<file path="src/rtl/sfp_pkg.sv">
// Shared constants and FSM encoding for the psum accumulation sequencer.
package sfp_pkg;
  localparam int COL         = 8;
  localparam int PSUM_BW     = 16;
  localparam int NUM_KIJ     = 9;
  localparam int NUM_PIX     = 16;
  localparam int TOTAL_READS = NUM_KIJ * NUM_PIX;

  localparam logic [1:0] ST_IDLE  = 2'd0;
  localparam logic [1:0] ST_RUN   = 2'd1;
  localparam logic [1:0] ST_DRAIN = 2'd2;
  localparam logic [1:0] ST_DONE  = 2'd3;

  typedef enum logic [1:0] {
    IDLE  = ST_IDLE,
    RUN   = ST_RUN,
    DRAIN = ST_DRAIN,
    DONE  = ST_DONE
  } state_t;
endpackage

</file>
<file path="src/rtl/psum_addr_gen.sv">
// Pixel-outer / kij-inner read counters and psum SRAM address generation.
module psum_addr_gen
  import sfp_pkg::*;
#(
  parameter int num_kij     = NUM_KIJ,
  parameter int num_pix     = NUM_PIX,
  parameter int addr_bw     = 11,
  parameter int out_addr_bw = 4,
  localparam int KW = (num_kij > 1) ? $clog2(num_kij) : 1
) (
  input  logic                   clk,
  input  logic                   reset,
  input  logic                   clear,
  input  logic                   step,
  output logic [out_addr_bw-1:0] o,
  output logic [addr_bw-1:0]     addr,
  output logic                   k_first,
  output logic                   k_last,
  output logic                   tile_last
);
  logic [KW-1:0] k;
  logic          o_last;

  assign k_first   = (k == '0);
  assign k_last    = (k == KW'(num_kij - 1));
  assign o_last    = (o == out_addr_bw'(num_pix - 1));
  assign tile_last = k_last && o_last;

  // Operands widened to the full address width before the multiply.
  assign addr = addr_bw'(k) * addr_bw'(num_pix) + addr_bw'(o);

  // o wraps explicitly so the address idles at 0 between tiles.
  always_ff @(posedge clk) begin
    if (!reset || clear) begin
      k <= '0;
      o <= '0;
    end else if (step) begin
      if (k_last) begin
        k <= '0;
        o <= o_last ? '0 : o + 1'b1;
      end else begin
        k <= k + 1'b1;
      end
    end
  end
endmodule

</file>
<file path="src/rtl/psum_acc_ctrl.sv">
// Streams psum SRAM vectors through the SFP and writes final per-pixel sums.
module psum_acc_ctrl
  import sfp_pkg::*;
#(
  parameter int col         = COL,
  parameter int psum_bw     = PSUM_BW,
  parameter int num_kij     = NUM_KIJ,
  parameter int num_pix     = NUM_PIX,
  parameter int addr_bw     = 11,
  parameter int out_addr_bw = 4
) (
  input  logic                       clk,
  input  logic                       reset,
  input  logic                       start,
  input  logic                       relu_mode,
  output logic                       busy,
  output logic                       done,
  output logic                       psum_cen,
  output logic [addr_bw-1:0]         psum_addr,
  input  logic [psum_bw*col-1:0]     psum_q,
  output logic [psum_bw*col-1:0]     sfp_in,
  output logic                       sfp_acc_en,
  output logic                       sfp_relu_en,
  output logic                       sfp_valid_in,
  input  logic [psum_bw*col-1:0]     sfp_out,
  input  logic                       sfp_valid_out,
  output logic                       out_cen,
  output logic                       out_wen,
  output logic [out_addr_bw-1:0]     out_addr,
  output logic [psum_bw*col-1:0]     out_d
);
  localparam int STAGES = 2;

  typedef struct packed {
    logic                   first;
    logic                   last;
    logic [out_addr_bw-1:0] o;
  } tag_t;

  state_t                 state;
  logic                   drain_cnt;
  logic                   relu_lat;
  logic                   run, accept, wr;
  logic                   k_first, k_last, tile_last;
  logic [out_addr_bw-1:0] o;
  logic [STAGES:1]        vld_q;
  logic [STAGES:0]        vld_pipe;
  tag_t                   tag_in, s1_tag;
  logic                   s2_last;
  logic [out_addr_bw-1:0] s2_o;

  assign accept = (state == IDLE) && start;
  assign run    = (state == RUN);

  psum_addr_gen #(
    .num_kij(num_kij), .num_pix(num_pix),
    .addr_bw(addr_bw), .out_addr_bw(out_addr_bw)
  ) u_addr_gen (
    .clk(clk), .reset(reset), .clear(accept), .step(run),
    .o(o), .addr(psum_addr),
    .k_first(k_first), .k_last(k_last), .tile_last(tile_last)
  );

  always_ff @(posedge clk) begin
    if (!reset) begin
      state     <= IDLE;
      drain_cnt <= 1'b0;
      relu_lat  <= 1'b0;
    end else begin
      case (state)
        IDLE: if (start) begin
          state    <= RUN;
          relu_lat <= relu_mode;
        end
        RUN: if (tile_last) begin
          state     <= DRAIN;
          drain_cnt <= 1'b0;
        end
        DRAIN: begin
          drain_cnt <= 1'b1;
          if (drain_cnt) state <= DONE;
        end
        DONE:    state <= IDLE;
        default: state <= IDLE;
      endcase
    end
  end

  // Stage 1 lines up with psum_q, stage 2 with sfp_valid_out.
  assign tag_in   = '{first: k_first, last: k_last, o: o};
  assign vld_pipe = {vld_q, run};

  always_ff @(posedge clk) begin
    if (!reset) begin
      vld_q   <= '0;
      s1_tag  <= '0;
      s2_last <= 1'b0;
      s2_o    <= '0;
    end else begin
      vld_q   <= vld_pipe[STAGES-1:0];
      s1_tag  <= tag_in;
      s2_last <= s1_tag.last;
      s2_o    <= s1_tag.o;
    end
  end

  assign psum_cen     = !run;
  assign sfp_in       = psum_q;
  assign sfp_valid_in = vld_pipe[1];
  assign sfp_acc_en   = vld_pipe[1] && !s1_tag.first;
  assign sfp_relu_en  = vld_pipe[1] && s1_tag.last && relu_lat;

  assign wr       = sfp_valid_out && vld_pipe[STAGES] && s2_last;
  assign out_cen  = !wr;
  assign out_wen  = !wr;
  assign out_addr = s2_o;
  assign out_d    = sfp_out;

  assign busy = (state == RUN) || (state == DRAIN);
  assign done = (state == DONE);
endmodule

</file>
<file path="config.mk">
export PLATFORM = sky130hd
export DESIGN_NAME = psum_acc_ctrl
export DESIGN_NICKNAME = d
export VERILOG_FILES = /design/src/rtl/sfp_pkg.sv /design/src/rtl/psum_addr_gen.sv /design/src/rtl/psum_acc_ctrl.sv
export SDC_FILE = /design/constraint.sdc
export NUM_CORES = 1
export LEC_CHECK = 0
export ABC_AREA = 1
export CORE_AREA = 2 2 208 210
export CTS_BUF_LIST = sky130_fd_sc_hd__clkbuf_2 sky130_fd_sc_hd__clkbuf_4 sky130_fd_sc_hd__clkbuf_8
export DETAILED_ROUTE_END_ITERATION = 12
export DIE_AREA = 0 0 210 212
export DONT_BUFFER_PORTS = 1
export PLACE_DENSITY = 0.3
export SETUP_SLACK_MARGIN = 0.02
export SYNTH_ARGS = -nofsm -noshare
export SYNTH_HDL_FRONTEND = slang
export SYNTH_SLANG_ARGS = --single-unit
</file>
<file path="constraint.sdc">
create_clock -name clk -period 1.7 [get_ports clk]
set_input_delay 0.34 -clock clk [delete_from_list [all_inputs] [get_ports clk]]
set_output_delay 0.34 -clock clk [all_outputs]
set_load 0.02 [all_outputs]
</file>
Yosys cells after proc, flatten, opt, wreduce, memory -nomap -nowiden
Index checks and enable logic that the tools add are counted.
Widths: inputs -> output; s select.
{"block": "word_totals", "register_bits": 25, "in_bits": 261, "output_inout_bits": 279, "wordCells": 50}
{"block": "op_classes", "add_sub_neg": 3, "eq_ne": 8, "n_mux": 8, "n_reduce_logical": 20}
{"cell": "$add 8x4->9", "n": 1}
{"cell": "$add 4x1->4 const B", "n": 2}
{"cell": "$eq 4x4->1 const B", "n": 2}
{"cell": "$mux 4", "n": 2}
{"cell": "$pmux 2 s4", "n": 1}
{"cell": "$logic_and 1x1->1", "n": 7}
{"cell": "$mux 2", "n": 3}
{"cell": "$reduce_and 2->1", "n": 3}
{"cell": "$eq 2x2->1 const B", "n": 2}
{"cell": "$logic_not 1->1", "n": 4}
{"cell": "$logic_not 4->1", "n": 1}
{"cell": "$ne 2x2->1 const B", "n": 2}
{"cell": "$reduce_and 3->1", "n": 1}
{"cell": "$eq 2x1->1 const B", "n": 1}
{"cell": "$logic_not 2->1", "n": 1}
{"cell": "$logic_or 1x1->1", "n": 2}
{"cell": "$ne 2x1->1 const B", "n": 1}
{"cell": "$pmux 1 s2", "n": 1}
{"cell": "$reduce_bool 2->1", "n": 1}
{"cell": "$mux 1", "n": 1}

Depth between registers and ports, before layout
{"block": "logic_depth", "ltp_word": 4, "mapped_depth": 9, "depth_no_buf": 9}

Cells and area by module
Synthesis repeated with hierarchy kept, for this count alone.
{"block": "hier_totals", "hier_cells": 407, "hier_area_um2": 3091.7}
{"module": "psum_acc_ctrl", "instances": 1, "cells_each": 338, "area_per_inst_um2": 2586.2, "seq_area_each_um2": 340.3}
{"module": "psum_addr_gen", "instances": 1, "cells_each": 69, "area_per_inst_um2": 505.5, "seq_area_each_um2": 160.2}

Worst setup path before layout
OpenSTA, ideal clock, no wires.
{"block": "synth_path", "path_kind": "register to register", "startpoint": "register u_addr_gen.k[0]", "endpoint": "register u_addr_gen.o[3]", "setup_ns": 0.114, "arrival_time_ns": 1.232, "t_required_ns": 1.586, "path_slack_ns": 0.354, "path_stages_with_launch": 9, "n_path_buf": 0, "synth_period_minus_slack_ns": 1.346, "cell_sequence": "dfxtp_1 > inv_1 > ha_1 > nand2_1 > nor2_4 > nand2_4 > nor2_4 > o21ai_1 > nor2_2"}
{"block": "synth_via", "elab_chain_len": 2}
{"item": "from (decl)", "line": "psum_addr_gen.sv:21", "text": "logic [KW-1:0] k;"}
{"item": "from (signal assigned)", "line": "psum_addr_gen.sv:42", "text": "k <= k + 1'b1;"}
{"item": "$eq 4x4->1", "line": "psum_addr_gen.sv:25", "text": "assign k_last = (k == KW'(num_kij - 1));"}
{"item": "$reduce_and 2->1 (no line)"}
{"item": "to (signal assigned)", "line": "psum_addr_gen.sv:40", "text": "o <= o_last ? '0 : o + 1'b1;"}
{"item": "to (decl)", "line": "psum_addr_gen.sv:15", "text": "output logic [out_addr_bw-1:0] o,"}
Every way passes these cells.
A chain may end at the register's enable or synchronous reset.

Final worst setup path
{"block": "layout_path", "startpoint": "register state[1]", "endpoint": "output psum_cen"}
{"block": "layout_via", "elab_chain_len": 2}
{"item": "from (decl)", "line": "psum_acc_ctrl.sv:40", "text": "state_t state;"}
{"item": "from (signal assigned)", "line": "psum_acc_ctrl.sv:66", "text": "state <= IDLE;"}
{"item": "from (signal assigned)", "line": "psum_acc_ctrl.sv:72", "text": "state <= RUN;"}
{"item": "from (signal assigned)", "line": "psum_acc_ctrl.sv:76", "text": "state <= DRAIN;"}
{"item": "$eq 2x1->1", "line": "psum_acc_ctrl.sv:53", "text": "assign run = (state == RUN);"}
{"item": "named net run", "line": "psum_acc_ctrl.sv:43", "text": "logic run, accept, wr;"}
{"item": "$logic_not 1->1", "line": "psum_acc_ctrl.sv:107", "text": "assign psum_cen = !run;"}
{"item": "to (decl)", "line": "psum_acc_ctrl.sv:18", "text": "output logic psum_cen,"}
The timed path passes the listed nets, and every way through them passes these cells.

==> reports/metrics.yaml <==
first_global_vias: 1389
holdBufCountCts: 0
path_clk_slew_ns: 0.10
yosys-top-cells-count: "buf_4 (260), nand2_1 (29), dfxtp_1 (25), inv_1 (22), nor2_1 (11)"
worst-setup-path-type: "flop to output pin"
cpPeakStageDelay_ns: 0.35
cp_data_arrival_time_ns: 1.20
pwr_density_cell_nw_per_um2: 938
port_buffers: 0
die_height_um: 212
cts_inserted_buffers: 3
crit_required_ns: 1.36
yosysUniqueCellTypes: 23
drv_cap: 0
path_buf_inv: 2
cts_buffer_depth: 2
nNetsFinal: 426
setup_tns_ns: 0
fin_total_pwr_uw: 1840
finalCritPeriodShare: 0.905
viasPerCell: 1.79
fp.dieW_um: 210
core_sq_um: 42500
synth.area.top_cells: "buf_4 (63%), dfxtp_1 (16%), nand2_1 (3.5%)"
hp-start: "reset"
cpMaxStageDelayCell: "dfxtp_2"
synth_top_cell_area_share: 0.635
grt_start_max_net_pins: 16
clk-insertion-delay-late_ns: 0.28
cts-root-buf: "clkbuf_8"
htreeDepth: 1
wl_per_cell_um: 14.2
synth_edf_count: 0
fin_worst_skew_ns: 0.00329
die-area_sq_um: 44500
cts_num_sinks: 25
drt_iter0_drc: 52
status: "finished, final reports clean"
hpwl_um: 8430
crit_chain: "inv_1 > ha_2 > inv_2"
grtUsageTotal: 0.0425
synth-main-ff-cell: "dfxtp_1"
via_count: 1258
p_leak_uw: 0.000650
synth.most_common_cell: "buf_4"
final_util: 0.0462
fp-row-count: 76
yosys_warnings: 0
cp_top_family: "flip-flops"
setup_viol: 0
finalHoldViolCount: 0
drive_above_1_share: 0.263
finalWirelength_um: 9980
gp_congestion: 0.585
syn_avg_cell_area_sq_um: 7.71
antenna_found_initial: 0
hp-class: "input port to flop"
start_util: 0.0724
end_kind: "output pin"
path_max_fanout: 6
post-cts-setup-buffers: 0
r2r-start: "state[0]"
synth_area_leader_cell: "buf_4"
antennaDiodeCount: 0
detail-route-antenna-nets: 0
syn_inst: 399
io-pin-count: 540
cp-start-kind: "flop"
period_minus_slack_ns: 1.54
slew_viol_final: 0
dr.pass1.iters: 3
synth_seq_area_share: 0.163
drc: 0
grt_pass1_wl_um: 12300
ir_drop_mv: 0.264
async_flop_share: 0
grt_overflow: 0
crit_path_start: "state[1]"
syn-cell-area_sq_um: 3080
fmax_mhz: 650
areaGrowthSynthToFinish_pct: -36.2
cts_tree: "yes"
ys_ff_latch: 25
rsz0062_at_grt: "no"
-- state kept, by name (all words and copies together) (netlist names) --
signal and cells:
u_addr_gen.k 4, drain_cnt 1, u_addr_gen.o 4, s2_last 1, state 2, s1_tag 6
vld_q 2, relu_lat 1, out_addr 4
-- through the flow --
step | worst slack (ns) | hold slack (ns) | std cells | instance area, sq um
finish | 0.162 | 0.145 | 702 | 1960
floorplan | 0.354 | 0.390 | 401 | 3080
detailed placement | 0.282 | 0.399 | 698 | 1900
global route | 0.0666 | 0.136 | 702 | 1960
global placement | 0.300 | 0.396 | 698 | 1900
CTS | 0.0405 | 0.128 | 702 | 1950
-- final timing paths --
path            endpoint  slack (ns)  depth (start not counted)
max             psum_cen        0.16                          3
min             vld_q[2]        0.15                          2
max reg2reg     state[1]        0.35                          7
min reg2reg  out_addr[2]        0.42                          2
-- cell families after synthesis --
| family | count (synthesis) | share of synthesized area |
|---|---|---|
| buf+inv | 289 | 0.673 |
| simple gates | 62 | 0.102 |
| flops | 25 | 0.163 |
| compound gates | 12 | 0.0232 |
| fa+ha+maj | 8 | 0.0325 |
| xor+xnor | 2 | 0.00570 |
| other cells | 1 | 0.00122 |
-- power breakdown --
part | leakage [uW] | total [uW] | switching, uW | internal, uW
sequential | 0.000203 | 691 | 41.4 | 650
clock | 0.0000262 | 416 | 231 | 185
combinational | 0.000420 | 732 | 457 | 276
total | 0.000650 | 1840 | 730 | 1110
-- layer usage --
layer  track usage  vias up  wire length [um]
li1              -      444                 -
met2        0.0596      235              4120
met5             0        -                 0
met3        0.0350      124              1940
met1        0.0333      455              2740
met4        0.0528        0              1190
-- what timing repair did --
item | 4_1_cts | 5_1_grt
pin swaps | 0 | 0
resized for setup | 3 | 2
setup endpoints to repair | 1 | 2
-- cell type report --
class | count | area (sq um)
inverter | 27 | 101
multi-input combinational | 87 | 528
timing repair buffer | 13 | 97.6
sequential | 25 | 503
fill | 4977 | 40500
tap | 546 | 683
clock buffer | 4 | 48.8
-- cell usage in the layout, fill, tap and decap left out --
| cell | count |
|---|---|
| nor2_1 | 11 |
| buf_4 | 13 |
| inv_2 | 4 |
| dfxtp_1 | 23 |
| o21ai_1 | 3 |
| xor2_1 | 2 |
| nand3_1 | 8 |
| nor2_2 | 2 |
| dfxtp_2 | 2 |
| nor3_2 | 1 |
| clkinv_1 | 1 |
| nand2_4 | 3 |
| nand2_2 | 4 |
| o21ai_2 | 2 |
| ha_1 | 6 |
| clkbuf_8 | 3 |
| nand3b_1 | 1 |
| ha_4 | 1 |
| inv_1 | 22 |
| clkbuf_4 | 1 |
| nand2_1 | 29 |
| conb_1 | 3 |
| a21oi_2 | 1 |
| a21oi_1 | 6 |
| nor2_4 | 3 |
| ha_2 | 1 |
No activity file was read; power rests on OpenSTA's default activity.
